## src/rtl/en_clk_multi.sv

```systemverilog
// en_clk_multi
//   Multi-channel, run-time programmable clock-enable strobe generator.
//   Each channel emits a one-cycle tick every Peff clk cycles while running,
//   either periodically or once (one-shot), where Peff = (period == 0) ? 1 : period.
//   All strobes are synchronous to clk.
//
// Ports
//   clk          system clock
//   rst          synchronous active-high reset
//   en           per-channel run enable (level)
//   sync         one-cycle pulse, restarts the count of every running channel
//   cfg_we       configuration write strobe
//   cfg_ch       channel index for the configuration write
//   cfg_period   new period in clk cycles
//   cfg_oneshot  new mode (0 periodic, 1 one-shot)
//   tick         registered one-cycle strobes, one per channel
//   active       high while the channel is in RUN (taken straight from the state register)
module en_clk_multi #(
  parameter int NUM_CH      = 4,
  parameter int CNT_W       = 17,
  parameter int DEFAULT_DIV = 100000,
  localparam int CH_W       = (NUM_CH > 1) ? $clog2(NUM_CH) : 1
) (
  input  logic              clk,
  input  logic              rst,
  input  logic [NUM_CH-1:0] en,
  input  logic              sync,
  input  logic              cfg_we,
  input  logic [CH_W-1:0]   cfg_ch,
  input  logic [CNT_W-1:0]  cfg_period,
  input  logic              cfg_oneshot,
  output logic [NUM_CH-1:0] tick,
  output logic [NUM_CH-1:0] active
);

  typedef enum logic [1:0] {
    S_IDLE = 2'd0,
    S_RUN  = 2'd1,
    S_DONE = 2'd2
  } state_t;

  localparam logic [CNT_W-1:0] DEF_PERIOD = CNT_W'(DEFAULT_DIV);

  // Last count value of a period; a zero period behaves as a period of one.
  function automatic logic [CNT_W-1:0] term_count(input logic [CNT_W-1:0] p);
    return (p == '0) ? '0 : p - 1'b1;
  endfunction

  logic [CNT_W-1:0]  period_q [NUM_CH];
  logic [NUM_CH-1:0] oneshot_q;

  state_t            state_q [NUM_CH];
  state_t            state_d [NUM_CH];
  logic [CNT_W-1:0]  cnt_q   [NUM_CH];
  logic [CNT_W-1:0]  cnt_d   [NUM_CH];
  logic [NUM_CH-1:0] tick_q;
  logic [NUM_CH-1:0] tick_d;

  // Configuration registers. Only an index that matches an existing channel
  // selects a target, so out-of-range writes fall through untouched.
  always_ff @(posedge clk) begin
    if (rst) begin
      for (int i = 0; i < NUM_CH; i++) begin
        period_q[i]  <= DEF_PERIOD;
        oneshot_q[i] <= 1'b0;
      end
    end else if (cfg_we) begin
      for (int i = 0; i < NUM_CH; i++) begin
        if (int'(cfg_ch) == i) begin
          period_q[i]  <= cfg_period;
          oneshot_q[i] <= cfg_oneshot;
        end
      end
    end
  end

  // State register
  always_ff @(posedge clk) begin
    if (rst) begin
      for (int i = 0; i < NUM_CH; i++) begin
        state_q[i] <= S_IDLE;
        cnt_q[i]   <= '0;
      end
      tick_q <= '0;
    end else begin
      for (int i = 0; i < NUM_CH; i++) begin
        state_q[i] <= state_d[i];
        cnt_q[i]   <= cnt_d[i];
      end
      tick_q <= tick_d;
    end
  end

  // Next-state logic. Priority inside RUN: en low > sync > terminal > increment.
  // The >= compare lets a period shortened below the current count still
  // terminate on the next edge instead of wrapping the counter.
  always_comb begin
    tick_d = '0;
    for (int i = 0; i < NUM_CH; i++) begin
      state_d[i] = state_q[i];
      cnt_d[i]   = cnt_q[i];
      case (state_q[i])
        S_IDLE: begin
          cnt_d[i] = '0;
          if (en[i]) state_d[i] = S_RUN;
        end
        S_RUN: begin
          if (!en[i]) begin
            state_d[i] = S_IDLE;
            cnt_d[i]   = '0;
          end else if (sync) begin
            cnt_d[i] = '0;
          end else if (cnt_q[i] >= term_count(period_q[i])) begin
            cnt_d[i]  = '0;
            tick_d[i] = 1'b1;
            if (oneshot_q[i]) state_d[i] = S_DONE;
          end else begin
            cnt_d[i] = cnt_q[i] + 1'b1;
          end
        end
        S_DONE: begin
          cnt_d[i] = '0;
          if (!en[i]) state_d[i] = S_IDLE;
        end
        default: begin
          state_d[i] = S_IDLE;
          cnt_d[i]   = '0;
        end
      endcase
    end
  end

  // Outputs come only from registers.
  always_comb begin
    tick = tick_q;
    for (int i = 0; i < NUM_CH; i++) begin
      active[i] = (state_q[i] == S_RUN);
    end
  end

endmodule
```

## config.mk

```make
export PLATFORM = sky130hd
export DESIGN_NAME = en_clk_multi
export DESIGN_NICKNAME = d
export VERILOG_FILES = /design/src/rtl/en_clk_multi.sv
export SDC_FILE = /design/constraint.sdc
export NUM_CORES = 1
export LEC_CHECK = 0
export ABC_CLOCK_PERIOD_IN_PS = 5700
export CAP_MARGIN = 10
export CORE_UTILIZATION = 40
export DETAILED_ROUTE_END_ITERATION = 8
export GPL_TIMING_DRIVEN = 0
export PLACE_DENSITY = 0.54
export RECOVER_POWER = 50
export SYNTH_ARGS = -nofsm -noshare
export SYNTH_HDL_FRONTEND = slang
export SYNTH_SLANG_ARGS = --single-unit
```

## constraint.sdc

```tcl
create_clock -name clk -period 5.7 [get_ports clk]
set_input_delay 1.14 -clock clk [delete_from_list [all_inputs] [get_ports clk]]
set_output_delay 1.14 -clock clk [all_outputs]
set_load 0.02 [all_outputs]
```

Yosys cells after proc, flatten, opt, wreduce, memory -nomap -nowiden
Memories as Yosys holds them, arrays and structs flattened.
Index checks and enable logic that the tools add are counted.
{ "totals": {"mem_bits_rw": 144, "in_bits": 28, "reg_bits": 8, "memories": 3} }
{ "op_classes": {"n_lt_le_gt_ge": 4, "n_addsub": 8, "n_mux": 83, "n_bitwise": 20, "n_eq_ne": 11, "reduce_logical": 17} }
{ "mem_list": {"columns": ["name", "depth", "width", "rd", "rd_clocked_by_memory_dff", "write_ports", "line", "source"], "rows": [
  ["cnt_q", 4, 17, 4, 0, 4, "54", "logic [CNT_W-1:0] cnt_q [NUM_CH];"],
  ["period_q", 4, 17, 4, 0, 4, "49", "logic [CNT_W-1:0] period_q [NUM_CH];"],
  ["state_q", 4, 2, 4, 0, 4, "52", "state_t state_q [NUM_CH];"]
]} }
{ "op_table": {"columns": ["operator", "n"], "rows": [
  ["17-bit two-way mux", 28],
  ["17-bit by 1-bit adder with 17-bit output (second input constant)", 4],
  ["17-bit greater-or-equal comparator", 4],
  ["17-bit zero test", 4],
  ["17-bit by 1-bit subtractor with 17-bit output (second input constant)", 4],
  ["2-bit two-way mux", 28],
  ["2-bit one-hot mux with 3 select lines", 4],
  ["1-bit two-way mux", 23],
  ["4-bit OR reduction", 4],
  ["2-bit equality test (second input constant)", 6],
  ["1-bit bitwise OR", 12],
  ["2-bit by 1-bit equality test with 1-bit output (second input constant)", 5],
  ["2-bit zero test", 5],
  ["1-bit inverter", 8],
  ["2-bit AND reduction", 4]
]} }

Depth between registers and ports, before layout
Gate-level depths: netlist of run 1.
{ "logic_depth": {"depth_word": 8, "depth_mapped": 19} }

Worst setup path before layout of run 1
OpenSTA, ideal clock, no wires.
{ "synth_timing": {"path_kind": "reg-to-reg", "startpoint": "memory period_q[1][10]", "endpoint": "memory cnt_q[1][10]", "slack_ns": 1.597, "n_path_buf": 4, "period_less_slack_ns": 4.103, "arrival_time_ns": 4.038, "path_stages_with_launch": 17, "setup_ns": 0.065, "cell_sequence": "edfxtp_1 or3_1 or2_2 or3_1 or4_1 or2_1 clkbuf_1 buf_2 nand2_1 ha_1 a41o_1 a211oi_1 a41oi_1 or3_1 clkbuf_1 clkbuf_1 nor2_1"} }
{ "synth_rtl": {"columns": ["item", "line"], "rows": [
  ["start: declaration", "49"],
  ["end: declaration", "54"]
]} }

==> results of run 1 <==
power by group:
group	switching (W)	internal, W
registers	0.0000350	0.00118
clock network	0.000460	0.000771
logic	0.000112	0.0000896
routing by layer:
layer  vias to the layer above  global-route usage (%)
met1                      3019                    24.2
li1                       3366                       -
met5                         -                       0
met3                        13                    3.66
met4                         0                    5.26
met2                        87                    27.1
registers in the layout, summed over array words and instances (netlist names):
register / flops
period_q: 68
state_q: 8
cnt_q: 68
tick: 4
oneshot_q: 4
through the flow:
step	util (%)	hold WS [ns]
after detailed placement	44.4	0.432
after global placement	44.4	0.426
after floorplan	-	0.407
after CTS	47.4	0.438
final	47.4	0.433
after global routing	47.4	0.445
cells by family (layout without fill, tap and decap cells):
family                     Yosys count  after routing
DFF                                152            152
AOI/OAI and AO/OA                   86             86
adders and majority gates           76             76
xor gates and xnor gates           108            108
buffers and inverters               42            109
and+or+nand+nor                    471            471
synthesized netlist by cell type (5+ instances only):
library cell / n
nand2_1: 112
ha_1: 76
and3_1: 37
nand4_1: 23
nand2b_1: 37
dfxtp_1: 84
or3_1: 9
or4_1: 5
xnor2_1: 44
o21ai_0: 18
a211oi_1: 7
xor2_1: 64
edfxtp_1: 68
o31ai_1: 6
nor2b_1: 14
nor4_1: 10
a21o_1: 14
nor3_1: 19
clkbuf_1: 18
inv_1: 21
a21oi_1: 22
nor2_1: 122
and2_1: 31
nand3_1: 32
worst max-delay path: cells and delay by family, from the launching register on:
kind | cells | cell delay (ns)
AND/OR/NAND/NOR | 8 | 1.89
buffers and inverters | 5 | 1.31
adder cells (fa/ha/maj) | 1 | 0.14
AO/OA/AOI/OAI | 4 | 0.75
flip-flops | 1 | 0.43
how the worst max path moves through the flow:
stage                          from            to  slack (ns)  cells after the start
finish               period_q[1][4]  cnt_q[1][15]        1.05                     18
floorplan           period_q[1][10]  cnt_q[1][10]        1.60                     16
CTS                  period_q[1][4]  cnt_q[1][13]        0.98                     18
global route         period_q[0][2]   cnt_q[0][2]        0.62                     15
global placement     period_q[1][4]  cnt_q[1][13]        0.98                     18
detailed placement   period_q[1][4]  cnt_q[1][13]        0.99                     18
final cells by class:
| type | count | area (um2) | share of cell area, % |
|---|---|---|---|
| Multi-Input combinational cell | 741 | 4800 | 47.9 |
| Sequential cell | 152 | 3720 | 37.1 |
| Clock buffer | 18 | 429 | 4.28 |
| Timing Repair Buffer | 35 | 350 | 3.49 |
| Tap cell | 275 | 344 | 3.43 |
| Clock inverter | 14 | 205 | 2.05 |
| Buffer | 21 | 98.8 | 0.985 |
| Inverter | 21 | 78.8 | 0.786 |
==> flow_summary.json, run 1 <==
{
  "synth.largest_area_cell": "edfxtp_1",
  "cts_root_buf": "clkbuf_16",
  "syn-mean-instance-area_um2": 9.31,
  "timing.rr.start": "period_q[1][4]",
  "final.min_clock_period_ns": 4.65,
  "slew_violations": 19,
  "grt_pass1_vias": 6109,
  "gp_congestion": 0.814,
  "synth.distinct_cells": 50,
  "synthAdderAreaFrac_pct": 10.9,
  "antenna_found_initial": 0,
  "hpwl_um": 13900,
  "rsz0062_at_grt": "false",
  "ys_seq_area_share_pct": 42.8,
  "hold_buffers": 0,
  "leakage_nw": 4.00,
  "dieArea_mm2": 0.0224,
  "routedWlPerCell_um": 14.4,
  "r2r_cells": 18,
  "crit_path_cell_trace": "nor4_1 > nand2_1 > or3_1 > clkbuf_1 > or4_1 > or2_1 > clkbuf_1 > buf_2 > nand2_1 > ha_1 > a21oi_1 > o21a_1 > a21o_1 > a41oi_1 > or3_1 > clkbuf_1 > clkbuf_1 > nor2_1",
  "yosys_register_bits": 152,
  "wl_met3_um": 609,
  "drive_above_1_share_pct": 3.99,
  "synth_top_family_by_area": "simple AND/OR/NAND/NOR gates",
  "final_area_mm2": 0.0100,
  "pwr_density_cell_mw_per_mm2": 264,
  "nets": 1093,
  "yosysWarnings": 0,
  "regToRegSetupSlack_ns": 1.05,
  "min-delay-start": "state_q[3][1]",
  "grt_max_degree": 19,
  "failed_checks": "capacitance limit, slew limit",
  "die_h_um": 150,
  "synth.top_cell.area_share_pct": 23.5,
  "synth_edf_count": 68,
  "holdPathStages": 1,
  "clk_pin_slew_worst_paths_ns": 0.06,
  "crit_required_ns": 6.00,
  "cts.sinks": 152,
  "max-vdd-ir-drop_uv": 195,
  "muxShareOfSynthArea_pct": 0,
  "vias": 6485,
  "synth_compound_area_share_pct": 6.53,
  "drt_iter0_drc": 320,
  "path_class": "register to register",
  "maxSlewHeadroom_pct": -5.83,
  "place_area_mm2": 0.00940,
  "slowest_delay_ns": 0.50,
  "fin_crit_sh_pct": 81.5,
  "cts_tree": "yes",
  "met1_length_um": 9510,
  "wl_met2_um": 8030,
  "crit_path_max_fanout": 10,
  "ctsHtreeMaxLevel": 4,
  "synth.area.top_cells": "edfxtp_1 23%, dfxtp_1 19%, ha_1 11%",
  "drtAntennaViolNets": 0,
  "synth-xor-area-share_pct": 10.9,
  "grt_pass1_wl_um": 30000,
  "tightestPinTransition_ns": 1.58,
  "finalSetupViolations": 0,
  "clock_path_buffers": 2,
  "grt_util_all_layers_pct": 17.5,
  "start_util_pct": 41.1,
  "worstSetupEndpointType": "register",
  "finalWorstSetupSlack_ns": 1.05,
  "fillers": 2084,
  "antenna_cells": 0,
  "finalPower_w": 0.00265,
  "synth_cells": 935,
  "synth_flop_cell": "dfxtp_1",
  "cts.repair.resized": 0,
  "async_flop_share_pct": 0,
  "cp.arrival_ns": 4.94,
  "finalNonFillerCells": 1277,
  "status": "finished, violations left",
  "finalSetupTns_ns": 0,
  "cts_setup_buffers": 0,
  "finalHoldViolCount": 0,
  "rows": 53,
  "grt_overflow_total": 0,
  "routed_wl_um": 18400,
  "startpoint_type": "register",
  "dp_cells": 1245,
  "min_to": "state_q[3][0]",
  "fmax_mhz": 215,
  "hold_class": "register to register",
  "viasPerCell": 5.08,
  "ios": 36,
  "mostFrequentLayoutCells": "122 x nor2_1, 112 x nand2_1, 84 x dfxtp_1",
  "clock_latency_ns": 0.43,
  "place_ws_ns": 0.995,
  "drc_errors": 0,
  "portBuffers": 35,
  "r2r_end": "cnt_q[1][15]",
  "fp.coreArea_mm2": 0.0212,
  "finalClockSkew_ns": 0.00933,
  "synthesis.area_mm2": 0.00870,
  "drv_cap": 1,
  "cts_inserted_buffers": 17,
  "cp_slowest_cell": "or4_1",
  "die_w_um": 150,
  "areaGrowthSynthToFinish_pct": 15.3,
  "first_pass_iters": 5,
  "mappedNetlistNets": 1039,
  "critical_path.most_common_cell": "clkbuf_1",
  "synth_simple_gate_area_share_pct": 26.9,
  "final_common_cell": "nor2_1",
  "highest_layer": "met4"
}
(Power assumes the default switching activity.)
==> inputs of run 2 (changes only) <==
--- a/config.mk
+++ b/config.mk
@@ -5,12 +5,12 @@
 export SDC_FILE = /design/constraint.sdc
 export NUM_CORES = 1
 export LEC_CHECK = 0
-export ABC_CLOCK_PERIOD_IN_PS = 5700
+export ABC_CLOCK_PERIOD_IN_PS = 3800
 export CAP_MARGIN = 10
 export CORE_UTILIZATION = 40
 export DETAILED_ROUTE_END_ITERATION = 8
 export GPL_TIMING_DRIVEN = 0
-export PLACE_DENSITY = 0.54
+export PLACE_DENSITY = 0.57
 export RECOVER_POWER = 50
 export SYNTH_ARGS = -nofsm -noshare
 export SYNTH_HDL_FRONTEND = slang
==> constraint.sdc (replaced) <==
create_clock -name clk -period 3.8 [get_ports clk]
set_input_delay 0.76 -clock clk [delete_from_list [all_inputs] [get_ports clk]]
set_output_delay 0.76 -clock clk [all_outputs]
set_load 0.02 [all_outputs]
==> run 2 against run 1 <==
The flow finishes with violations (capacitance limit, slew limit, setup timing). Critical path depth down 3. Combinational power increased by 88%. Sequential power increased by 50%. Fmax increased by 17%. Global-route usage is 0.52 points higher. Utilization rose by 4.9 points. Worst hold slack lost 0.0013 ns. Cell count up 4.1%. Worst setup slack lost 1.2 ns. Clock power increased by 33%. Largest cell class unchanged.
==> flow_summary.json, run 2 (synthesis gave the netlist of run 1 again) <==
{
  "status": "finished, violations left",
  "failed_checks": "capacitance limit, slew limit, setup timing",
  "regToRegSetupSlack_ns": -0.18,
  "cts.sinks": 152,
  "mostFrequentLayoutCells": "103 x nand2_1, 88 x nor2_1, 84 x dfxtp_1",
  "reg_top3": "cnt_q: 68 flops, period_q: 68 flops, state_q: 8 flops",
  "leakage_nw": 4.30,
  "cp_slowest_cell": "or4_4",
  "antenna_found_initial": 1,
  "clk_pin_slew_worst_paths_ns": 0.06,
  "grt_pass1_wl_um": 30900,
  "drive_above_1_share_pct": 18.5,
  "grt_overflow_total": 0,
  "timing.rr.start": "period_q[3][10]",
  "hold_slack_ns": 0.432,
  "portBuffers": 35,
  "slew_violations": 19,
  "finalClockSkew_ns": 0.00964,
  "rows": 53,
  "fmax_mhz": 251,
  "worstSetupEndpointType": "register",
  "r2r_cells": 15,
  "drc_errors": 0,
  "slowest_delay_ns": 0.55,
  "areaGrowthSynthToFinish_pct": 27.3,
  "drt_iter0_drc": 295,
  "holdPathStages": 1,
  "critical_path.most_common_cell": "or3_4",
  "crit_path_cell_trace": "or4_4 > or3_4 > or3_4 > or3_4 > or2_1 > buf_6 > buf_8 > nand2_1 > ha_1 > nand4_1 > nor4_2 > a211oi_2 > o211ai_1 > buf_4 > nor2_1",
  "finalWorstSetupSlack_ns": -0.176,
  "cp_num_buf_inv": 3,
  "path_class": "register to register",
  "first_pass_iters": 5,
  "finalSetupTns_ns": -3.93,
  "clock_path_buffers": 2,
  "cp-startpoint": "period_q[3][10]",
  "crit_required_ns": 4.12,
  "grt_max_degree": 19,
  "die_h_um": 150,
  "clock_latency_ns": 0.43,
  "finalSetupViolations": 36,
  "postLayoutCoreUtil_pct": 52.4,
  "cts_inserted_buffers": 17,
  "ctsHtreeMaxLevel": 4,
  "drv_cap": 1,
  "r2r_end": "cnt_q[3][2]",
  "fin_crit_sh_pct": 105,
  "gp_congestion": 0.758,
  "hold_buffers": 0,
  "nets": 1146,
  "hold_class": "register to register",
  "finalHoldViolCount": 0,
  "die_w_um": 150,
  "start_util_pct": 41.1,
  "dieArea_mm2": 0.0224,
  "cts_tree": "yes",
  "fp.coreArea_mm2": 0.0212,
  "final.min_clock_period_ns": 3.98,
  "hpwl_um": 13800,
  "min_to": "state_q[3][0]",
  "routedWlPerCell_um": 14.7,
  "cp.arrival_ns": 4.30,
  "drtAntennaViolNets": 0,
  "pwr_density_cell_mw_per_mm2": 347,
  "tightestPinTransition_ns": 1.62,
  "viasPerCell": 5.10,
  "routed_wl_um": 19600,
  "vias": 6781,
  "place_ws_ns": -0.640,
  "startpoint_type": "register",
  "antenna_cells": 0,
  "max-vdd-ir-drop_uv": 293,
  "cpLargestDelayFamily": "simple AND/OR/NAND/NOR gates",
  "maxSlewHeadroom_pct": -8.01,
  "grt_pass1_vias": 6276,
  "cts_root_buf": "clkbuf_16",
  "crit_path_max_fanout": 10,
  "rsz0062_at_grt": "true",
  "ios": 36,
  "min-delay-start": "state_q[3][1]",
  "final_common_cell": "nand2_1",
  "grt_util_all_layers_pct": 18.0
}
==> run 2: changes by cell type in the layout (fill, tap and decap cells not counted), moves of 6 or more <==
cell      delta
a211oi_1     -6
ha_1        -14
nand2_1      -9
ha_4        +13
buf_6        +8
nor2_2      +17
buf_4       +46
nor2_1      -34
clkbuf_1     -9
nor2_4      +17
==> run 2: area by class of cell <==
class	instances	area, um2
multi-input combinational	741	5400
timing repair buffer	90	798
clock buffer	18	429
fill	1942	10100
clock inverter	13	133
inverter	21	78.8
buffer	19	174
tap	275	344
sequential	152	3720
==> run 2: what timing repair did <==
item / in CTS / in global routing
setup endpoints to repair: 78 / 71
pin swaps: 57 / 34
resized for setup: 62 / 78
setup buffers: 32 / 20
cloned: 4 / 0
==> run 2: worst reg2reg max path, cell delays in order (launching register included) <==
cell and delay [ns]:
edfxtp_1 0.39, or4_4 0.55, or3_4 0.34, or3_4 0.37, or3_4 0.33, or2_1 0.22
buf_6 0.14, buf_8 0.14, nand2_1 0.06, ha_1 0.13, nand4_1 0.17, nor4_2 0.36
a211oi_2 0.12, o211ai_1 0.22, buf_4 0.27, nor2_1 0.06
==> run 2: report_power, final <==
group / internal, W / switching (W)
combinational: 0.000182 / 0.000196
clock: 0.000955 / 0.000684
sequential: 0.00177 / 0.0000564
total: 0.00291 / 0.000937
==> run 2: how the worst max path moves through the flow <==
stage,endpoint,slack (ns),cells after the start
finish,cnt_q[3][2],-0.18,15
floorplan,cnt_q[3][10],-0.07,15
global placement,cnt_q[2][15],-0.66,14
global route,cnt_q[3][16],-0.30,15
CTS,cnt_q[3][6],-0.14,15
detailed placement,cnt_q[2][11],-0.64,14
==> run 2: per-stage QoR <==
step	cells	cell area, um2	power (W)
3_3_place_gp	1245	9540	0.00217
2_1_floorplan	935	8840	0.00206
4_1_cts	1311	10700	0.00385
6_report	1329	11100	0.00385
3_5_place_dp	1245	9540	0.00218
5_1_grt	1329	11100	0.00400
==> run 2: metal layers <==
| layer | vias to the layer above | GRT usage, % | share of wire, % |
|---|---|---|---|
| li1 | 3482 | - | - |
| met1 | 3182 | 24.3 | 48 |
| met2 | 100 | 29.1 | 47 |
| met3 | 15 | 4.24 | 4.1 |
| met4 | 2 | 3.88 | 0.93 |
| met5 | - | 0 | 0.066 |
==> inputs of run 3 (changes only) <==
--- a/config.mk
+++ b/config.mk
@@ -7,10 +7,12 @@
 export LEC_CHECK = 0
 export ABC_CLOCK_PERIOD_IN_PS = 3800
 export CAP_MARGIN = 10
-export CORE_UTILIZATION = 40
+export CELL_PAD_IN_SITES_DETAIL_PLACEMENT = 1
+export CELL_PAD_IN_SITES_GLOBAL_PLACEMENT = 2
+export CORE_UTILIZATION = 35
 export DETAILED_ROUTE_END_ITERATION = 8
 export GPL_TIMING_DRIVEN = 0
-export PLACE_DENSITY = 0.57
+export PLACE_DENSITY = 0.74
 export RECOVER_POWER = 50
 export SYNTH_ARGS = -nofsm -noshare
 export SYNTH_HDL_FRONTEND = slang
==> constraint.sdc (replaced) <==
create_clock -name clk -period 3.8 [get_ports clk]
set_input_delay 1.14 -clock clk [delete_from_list [all_inputs] [get_ports clk]]
set_output_delay 1.14 -clock clk [all_outputs]
set_load 0.02 [all_outputs]
==> run 3 against run 2 <==
The run ends with setup timing left. Clock-buffer cell count increased by 7. Non-clock buffer count increased by 19. Critical path depth increased by 1. Via count increased by 3.4%. Cell area increased by 5.5%. Die area increased by 14%. Clock power increased by 7%. Clock skew about the same. Worst hold slack improved by 0.0012 ns. Sequential power about the same. Cell count increased by 5.2%. Worst setup slack got worse by 0.012 ns. Critical path type unchanged. Largest cell class unchanged. Highest routed layer unchanged.
==> flow_summary.json, run 3 (synthesis gave the netlist of run 1 again) <==
{
  "areaGrowthSynthToFinish_pct": 34.3,
  "drive_above_1_share_pct": 23.3,
  "maxSlewHeadroom_pct": 2.30,
  "tightestPinTransition_ns": 1.46,
  "viasPerCell": 5.02,
  "finalClockSkew_ns": 0.00947,
  "rows": 57,
  "die_h_um": 160,
  "portBuffers": 35,
  "cts_tree": "yes",
  "dieArea_mm2": 0.0255,
  "mostFrequentLayoutCells": "98 x nand2_1, 84 x dfxtp_1, 77 x nor2_1",
  "grt_pass1_vias": 7268,
  "startpoint_type": "register",
  "reg_top3": "cnt_q: 68 flops, period_q: 68 flops, state_q: 8 flops",
  "drc_errors": 0,
  "leakage_nw": 4.51,
  "finalWorstSetupSlack_ns": -0.188,
  "ctsHtreeMaxLevel": 4,
  "final_common_cell": "nand2_1",
  "first_pass_iters": 4,
  "finalPower_w": 0.00402,
  "multiInputGateArea_mm2": 0.00569,
  "vias": 7011,
  "cts.sinks": 152,
  "crit_path_max_fanout": 7,
  "worstSetupEndpointType": "register",
  "slew_violations": 0,
  "seqCellArea_mm2": 0.00372,
  "clock_latency_ns": 0.43,
  "hold_class": "register to register",
  "cts_root_buf": "clkbuf_16",
  "path_class": "register to register",
  "grt_overflow_total": 0,
  "rsz0062_at_grt": "true",
  "fmax_mhz": 251,
  "drt_iter0_drc": 240,
  "hold_buffers": 0,
  "hpwl_um": 15800,
  "crit_required_ns": 4.16,
  "grt_util_all_layers_pct": 18.4,
  "fillers": 2726,
  "grt_max_degree": 19,
  "routedWlPerCell_um": 16.7,
  "clk_pin_slew_worst_paths_ns": 0.06,
  "finalSetupTns_ns": -4.41,
  "max-vdd-ir-drop_uv": 244,
  "fp.coreArea_mm2": 0.0244,
  "antenna_found_initial": 1,
  "failed_checks": "setup timing",
  "postLayoutCoreUtil_pct": 47.9,
  "drtAntennaViolNets": 0,
  "cp.arrival_ns": 4.35,
  "cts_inserted_buffers": 17,
  "grt_pass1_wl_um": 36900,
  "finalHoldViolCount": 0,
  "start_util_pct": 35.7,
  "drv_cap": 0,
  "routed_wl_um": 23300,
  "antenna_cells": 0,
  "finalSetupViolations": 54,
  "fin_crit_sh_pct": 105,
  "gp_congestion": 0.757,
  "ios": 36,
  "final.min_clock_period_ns": 3.99,
  "pwr_density_cell_mw_per_mm2": 344,
  "status": "finished, violations left",
  "die_w_um": 160,
  "nets": 1165,
  "clock_path_buffers": 2
}
-- run 3: cell types whose count changed in the layout (fill, tap and decap cells not counted), moves of 4 or more --
cell / delta
nor2_1: -11
clkbuf_16: +4
nand2_4: +4
buf_4: +16
clkinvlp_4: -4
nand2_1: -5
a21oi_2: +4
nor2_4: +12
ha_1: -6
buf_8: +4
a21oi_1: -4
ha_4: +7
-- run 3: path summary, 6_finish.rpt --
check,start,endpoint,slack [ns],depth (start not counted)
worst min-delay path,state_q[3][1],state_q[3][0],0.43,1
worst min register to register,state_q[3][1],state_q[3][0],0.43,1
worst max-delay path,period_q[3][8],cnt_q[3][6],-0.19,16
worst max register to register,period_q[3][8],cnt_q[3][6],-0.19,16
-- run 3: per-layer routing --
layer	vias to the layer above	part of all wire (%)	GRT usage, %
met5	-	0.047	0
met4	2	1.9	5.68
met3	30	3.1	3.74
met2	79	49	31.0
met1	3391	46	23.5
li1	3509	-	-
-- run 3: final cells by class --
type	count	area share [%]
Buffer	19	1.53
Clock buffer	25	4.43
Clock inverter	7	0.760
Inverter	21	0.674
Multi-Input combinational cell	741	48.7
Sequential cell	152	31.9
Tap cell	324	3.47
Timing Repair Buffer	109	8.61
-- run 3: timing repair --
action / in CTS / in global routing
setup buffers: 58 / 17
gates resized for setup: 71 / 136
setup endpoints to repair: 78 / 80
gates cloned: 4 / 2
pin swaps: 72 / 53
-- run 3: power by group --
group | switching (W) | internal (W) | leakage, nW
combinational | 0.000222 | 0.000204 | 2.86
clock | 0.000681 | 0.00108 | 0.298
sequential | 0.0000573 | 0.00177 | 1.35
total | 0.000960 | 0.00306 | 4.51
-- run 3: critical path, stage by stage (launching register included) --
cell and delay, ns:
edfxtp_1 0.41, or4_4 0.53, or3_4 0.35, or3_4 0.38
or3_4 0.34, or2_1 0.23, buf_6 0.15, and2_4 0.14
ha_4 0.20, nand2b_4 0.13, a31oi_2 0.15, o21ai_2 0.09
a211oi_2 0.27, o211ai_1 0.13, buf_4 0.18, buf_8 0.15
nor2_1 0.09
-- run 3: stage by stage --
stage | cells | area [um2] | hold WS, ns | setup slack, ns
after CTS | 1383 | 11000 | 0.435 | -0.221
after global routing | 1398 | 11700 | 0.451 | -0.275
after floorplan | 935 | 8840 | 0.407 | -0.0734
final | 1398 | 11700 | 0.433 | -0.188
after global placement | 1294 | 9600 | 0.416 | -0.794
after detailed placement | 1294 | 9600 | 0.433 | -0.918
==> RTL edit 1: new RTL, flow settings as in run 1 <==
The parameter `DEFAULT_DIV` goes from 100000 to 75000.
--- a/src/rtl/en_clk_multi.sv
+++ b/src/rtl/en_clk_multi.sv
@@ -18,7 +18,7 @@
 module en_clk_multi #(
   parameter int NUM_CH      = 4,
   parameter int CNT_W       = 17,
-  parameter int DEFAULT_DIV = 100000,
+  parameter int DEFAULT_DIV = 75000,
   localparam int CH_W       = (NUM_CH > 1) ? $clog2(NUM_CH) : 1
 ) (
   input  logic              clk,
Formal check against the unedited RTL: no difference found for any inputs over 4 cycles, from zero or initial values and one cycle with rst high; that may be too few to reach the edited logic, so the function may still have changed.
==> RTL edit 1 against run 1 <==
  * The flow still finishes with violations (capacitance limit, slew limit)
  * Global-route usage increased by 0.23 points
  * Area after synthesis is essentially flat
  * Design area increased by 0.30%
  * Critical path depth decreased by 1
  * Power increased by 1.3%
  * Utilization barely moved
  * Wire length is 0.64% lower
  * Via count fell by 0.34%
  * Setup slack lost 41 ps
  * Sequential cell count stayed put
  * First-iteration DRC count up 3.8%
  * Critical path type unchanged
  * Critical endpoint is now cnt_q[1][12]
==> RTL edit 1: results (changes against run 1) <==
[outcome]
result_of_the_run = finished with violations
failed_checks = capacitance limit, slew limit

[sta]
slew_headroom_pct = -3.03  ; +2.8 points
report.final.slew_viol_count = 19  ; unchanged
skew_ps = 6.19  ; -3.13 ps
fmax_mhz = 213  ; -0.88%

[placement]
hpwl_um = 13800  ; -0.58%
finalWeightedCongestion = 0.822  ; +1.1%

[detailed_routing]
viasPerCell = 5.05  ; -0.50%
dr.first_iter.drc_count = 332  ; +3.8%
wl_per_cell_um = 14.3  ; -0.79%
drt_pre_antenna_iters = 5  ; unchanged

[power_and_ir_drop]
leakage_nw = 3.99  ; -0.28%
worst_vdd_ir_uv = 162  ; -17%

[grt]
initial_antenna_violation_count = 3  ; +3
grt_pass1_vias = 6246  ; +2.2%
groute.usage.overall_pct = 17.7  ; +0.23 points
grt_pass1_wl_um = 30500  ; +1.8%
grt_max_degree = 19  ; unchanged

[cts]
clk_latency_ps = 430  ; about the same
ctsResizeCount = 0  ; unchanged

[yosys]
postSynthNetCount = 1041  ; +0.19%
synth_area_leaders = sky130_fd_sc_hd__edfxtp_1, sky130_fd_sc_hd__dfxtp_1, sky130_fd_sc_hd__ha_1, sky130_fd_sc_hd__xor2_1, sky130_fd_sc_hd__nor2_1
ys_types = 51  ; +2.0%
synth.yosys.seq_area_share_pct = 42.7  ; about the same

[finish]
post_route_cells_drive_above_1_share_pct = 3.88  ; -0.11 points
final.fill_count = 2091  ; +0.34%
fin_nets = 1095  ; +0.18%

[job]
maxCapViolations = 1  ; unchanged

[critical_path]
worst-endpoint-arrival_ps = 4980  ; +40 ps
crit_path_max_incr_delay_ps = 500  ; about the same

RTL edit 1: path summary, 6_finish.rpt:
kind	endpoint	slack [ps]	cells past startpoint	from
worst max-delay path	cnt_q[1][12]	1010	17	period_q[1][2]
worst min-delay path	state_q[3][0]	440	1	state_q[3][1]
worst max register to register	cnt_q[1][12]	1010	17	period_q[1][2]
worst min register to register	state_q[3][0]	440	1	state_q[3][1]
RTL edit 1: power by group:
group,leakage (nW),internal [mW],switching (mW)
clock network,0.300,0.813,0.456
registers,1.35,1.18,0.0348
logic,2.34,0.0885,0.108
RTL edit 1: final cells by class:
type                            instances  area (µm²)  share of cell area (%)
Clock buffer                           17         425                    4.23
Sequential cell                       152        3720                    37.0
Timing Repair Buffer                   35         350                    3.48
Tap cell                              275         344                    3.42
Multi-Input combinational cell        741        4800                    47.7
Clock inverter                         15         231                    2.30
Buffer                                 23         106                    1.06
Inverter                               21        78.8                   0.783
RTL edit 1: logic make-up (layout without fill, tap and decap cells):
logic type	Yosys count	count (layout)	synth area share, %
and+or+nand+nor	471	471	26.8
DFF	152	152	42.7
xor gates and xnor gates	108	108	10.9
adders and majority gates	76	76	10.9
AOI/OAI and AO/OA	86	86	6.52
buffers and inverters	44	111	2.13
RTL edit 1: metrics by stage:
step           area (µm²)  cells  setup WS, ps  power (mW)  util, %
2_1_floorplan        8710    937          1600        1.36        -
3_3_place_gp         9410   1247           992        1.44     44.3
3_5_place_dp         9410   1247           965        1.44     44.3
4_1_cts             10100   1279           941        2.72     47.4
5_1_grt             10100   1279           451        2.79     47.4
6_report            10100   1279          1010        2.68     47.4
RTL edit 1: layer usage:
layer | wire (µm) | GRT usage (%)
met1 | 9320 | 24.8
met2 | 7970 | 27.3
met3 | 809 | 3.96
met4 | 157 | 4.44
met5 | 0 | 0
==> RTL edit 2: new RTL, flow settings as in run 1 <==
Made on the original files. Register the output `tick`; this adds one clock of latency there. The other outputs are not delayed to match. Comments in the files are not updated.
--- a/src/rtl/en_clk_multi.sv
+++ b/src/rtl/en_clk_multi.sv
@@ -40,6 +40,8 @@
   } state_t;
 
   localparam logic [CNT_W-1:0] DEF_PERIOD = CNT_W'(DEFAULT_DIV);
+
+  logic [NUM_CH-1:0] tick_c;
 
   // Last count value of a period; a zero period behaves as a period of one.
   function automatic logic [CNT_W-1:0] term_count(input logic [CNT_W-1:0] p);
@@ -132,10 +134,14 @@
 
   // Outputs come only from registers.
   always_comb begin
-    tick = tick_q;
+    tick_c = tick_q;
     for (int i = 0; i < NUM_CH; i++) begin
       active[i] = (state_q[i] == S_RUN);
     end
   end
 
+  always_ff @(posedge clk) begin
+    tick <= tick_c;
+  end
+
 endmodule
Check against the original RTL: not equivalent (a bounded check fails within 4 cycles, from zero or initial values and one cycle with rst high).
==> RTL edit 2 against run 1 <==
  * Setup slack better by 90 ps
  * Wire length is 4.0% higher
  * Utilization is 0.47 points lower
  * Design area is 2.1% higher
  * Sequential cell count is 4 higher
  * Area after synthesis is 2.3% higher
  * Non-clock buffer count is 1 lower
  * Power is 2.0% higher
  * Critical path type unchanged
  * Critical endpoint is now cnt_q[1][10]
==> RTL edit 2: results (changes against run 1) <==
[critical_path]
crit_path_max_incr_delay_ps = 570  ; +70 ps
reg2reg_depth = 14  ; -4
max_stage_delay_cell_worst_path = sky130_fd_sc_hd__or4_1
cp-startpoint = period_q[1][10]
worst_r2r_endpoint = cnt_q[1][10]
worst-endpoint-arrival_ps = 4920  ; -20 ps
ff2ff_setup_slack_ps = 1140  ; +90 ps
criticalPathCategory = reg -> reg

[grt]
grt_pass1_wl_um = 31300  ; +4.6%
grt_max_degree = 19  ; unchanged
initial_antenna_violation_count = 0  ; unchanged
groute.usage.overall_pct = 17.9  ; +0.46 points
global_route.overflow_total = 0  ; unchanged
grt_pass1_vias = 6360  ; +4.1%

[cts]
ctsLongestPathBuffers = 2  ; unchanged
clk_transition_reported_paths_ps = 60  ; about the same
cts_buffers = 17  ; unchanged
post-cts-setup-buffers = 0  ; unchanged
ctsResizeCount = 0  ; unchanged
clk_latency_ps = 430  ; about the same
cts.htree.levels = 4  ; unchanged

[detailed_routing]
vias = 6688  ; +3.1%
totalWireLength_um = 19100  ; +4.0%
drt_pre_antenna_iters = 4  ; -1
dr.first_iter.drc_count = 264  ; -18%

[sta]
skew_ps = 9.42  ; +0.0957 ps
whs_ps = 326  ; -107 ps
slew_headroom_pct = 28.9  ; +35 points

[yosys]
synth.mux.area_fraction_pct = 0.112  ; +0.11 points
synth_flop_cell = sky130_fd_sc_hd__dfxtp_1
synth_compound_gate_area_share_pct = 5.96  ; -0.57 points
synth.yosys.seq_area_share_pct = 42.7  ; -0.044 points
asr_flop_ratio_synth_pct = 0  ; unchanged
synth_area_leaders = sky130_fd_sc_hd__edfxtp_1, sky130_fd_sc_hd__dfxtp_1, sky130_fd_sc_hd__ha_1, sky130_fd_sc_hd__xor2_1, sky130_fd_sc_hd__nand2_1
ys_types = 53  ; +6.0%
synthAdderAreaFrac_pct = 10.7  ; -0.24 points
synth_edf_count = 68  ; unchanged
synth.cells.most_frequent = sky130_fd_sc_hd__nand2_1, sky130_fd_sc_hd__nor2_1, sky130_fd_sc_hd__dfxtp_1, sky130_fd_sc_hd__ha_1
yosys.area_share.xor_xnor_pct = 10.9  ; +0.055 points

[power_and_ir_drop]
worst_vdd_ir_uv = 191  ; -2.0%
leakage_nw = 3.97  ; -0.78%

[placement]
hpwl_um = 14500  ; +4.1%
placement.io_buffers = 35  ; unchanged
finalWeightedCongestion = 0.778  ; -4.4%

[finish]
post_route_cells_drive_above_1_share_pct = 4.52  ; +0.53 points
fin_nets = 1108  ; +1.4%

[min_path]
min_from = tick_c[0]
hold_critical_path_depth = 0  ; -1
worst_hold_path.endpoint = tick[0]

[outcome]
result_of_the_run = completed

-- RTL edit 2: cell count changes in the layout (fill, tap and decap cells not counted), moves of 7 or more --
cell | before | now
sky130_fd_sc_hd__nand2b_1 | 37 | 27
sky130_fd_sc_hd__or3_1 | 9 | 16
sky130_fd_sc_hd__nor2_1 | 122 | 93
sky130_fd_sc_hd__and2_0 | 4 | 15
sky130_fd_sc_hd__nand3_1 | 32 | 43
sky130_fd_sc_hd__a21o_1 | 14 | 6
sky130_fd_sc_hd__inv_1 | 21 | 31
sky130_fd_sc_hd__nor3_1 | 19 | 40
sky130_fd_sc_hd__and3_1 | 37 | 12
sky130_fd_sc_hd__and2_1 | 27 | 40
-- RTL edit 2: through the flow --
step | util, % | cell area (µm²) | worst slack, ps | std cells
detailed placement | 44.0 | 9600 | 1130 | 1265
CTS | 47.0 | 10200 | 1100 | 1297
finish | 47.0 | 10200 | 1140 | 1297
global route | 47.0 | 10200 | 719 | 1297
floorplan | - | 8900 | 1740 | 950
global placement | 44.0 | 9600 | 1170 | 1265
-- RTL edit 2: area by class of cell --
cell class	instances	area, µm²
buffer	20	90.1
multi-input combinational	743	4890
fill	2140	11600
clock inverter	14	218
timing repair buffer	35	350
sequential	156	3800
clock buffer	18	429
tap	280	350
inverter	31	116
-- RTL edit 2: power by group --
part           switching, mW  leakage (nW)  internal (mW)  total, mW
clock network          0.472         0.305          0.779       1.25
registers             0.0364          1.38           1.21       1.25
logic                  0.115          2.28         0.0910      0.206
total                  0.624          3.97           2.08       2.70
-- RTL edit 2: metal layers --
metal | global-route usage (%) | vias up | part of all wire, %
li1 | - | 3448 | -
met3 | 3.64 | 17 | 4.6
met5 | 0 | - | 0
met4 | 5.65 | 0 | 1.3
met2 | 27.6 | 94 | 43
met1 | 25.1 | 3129 | 51
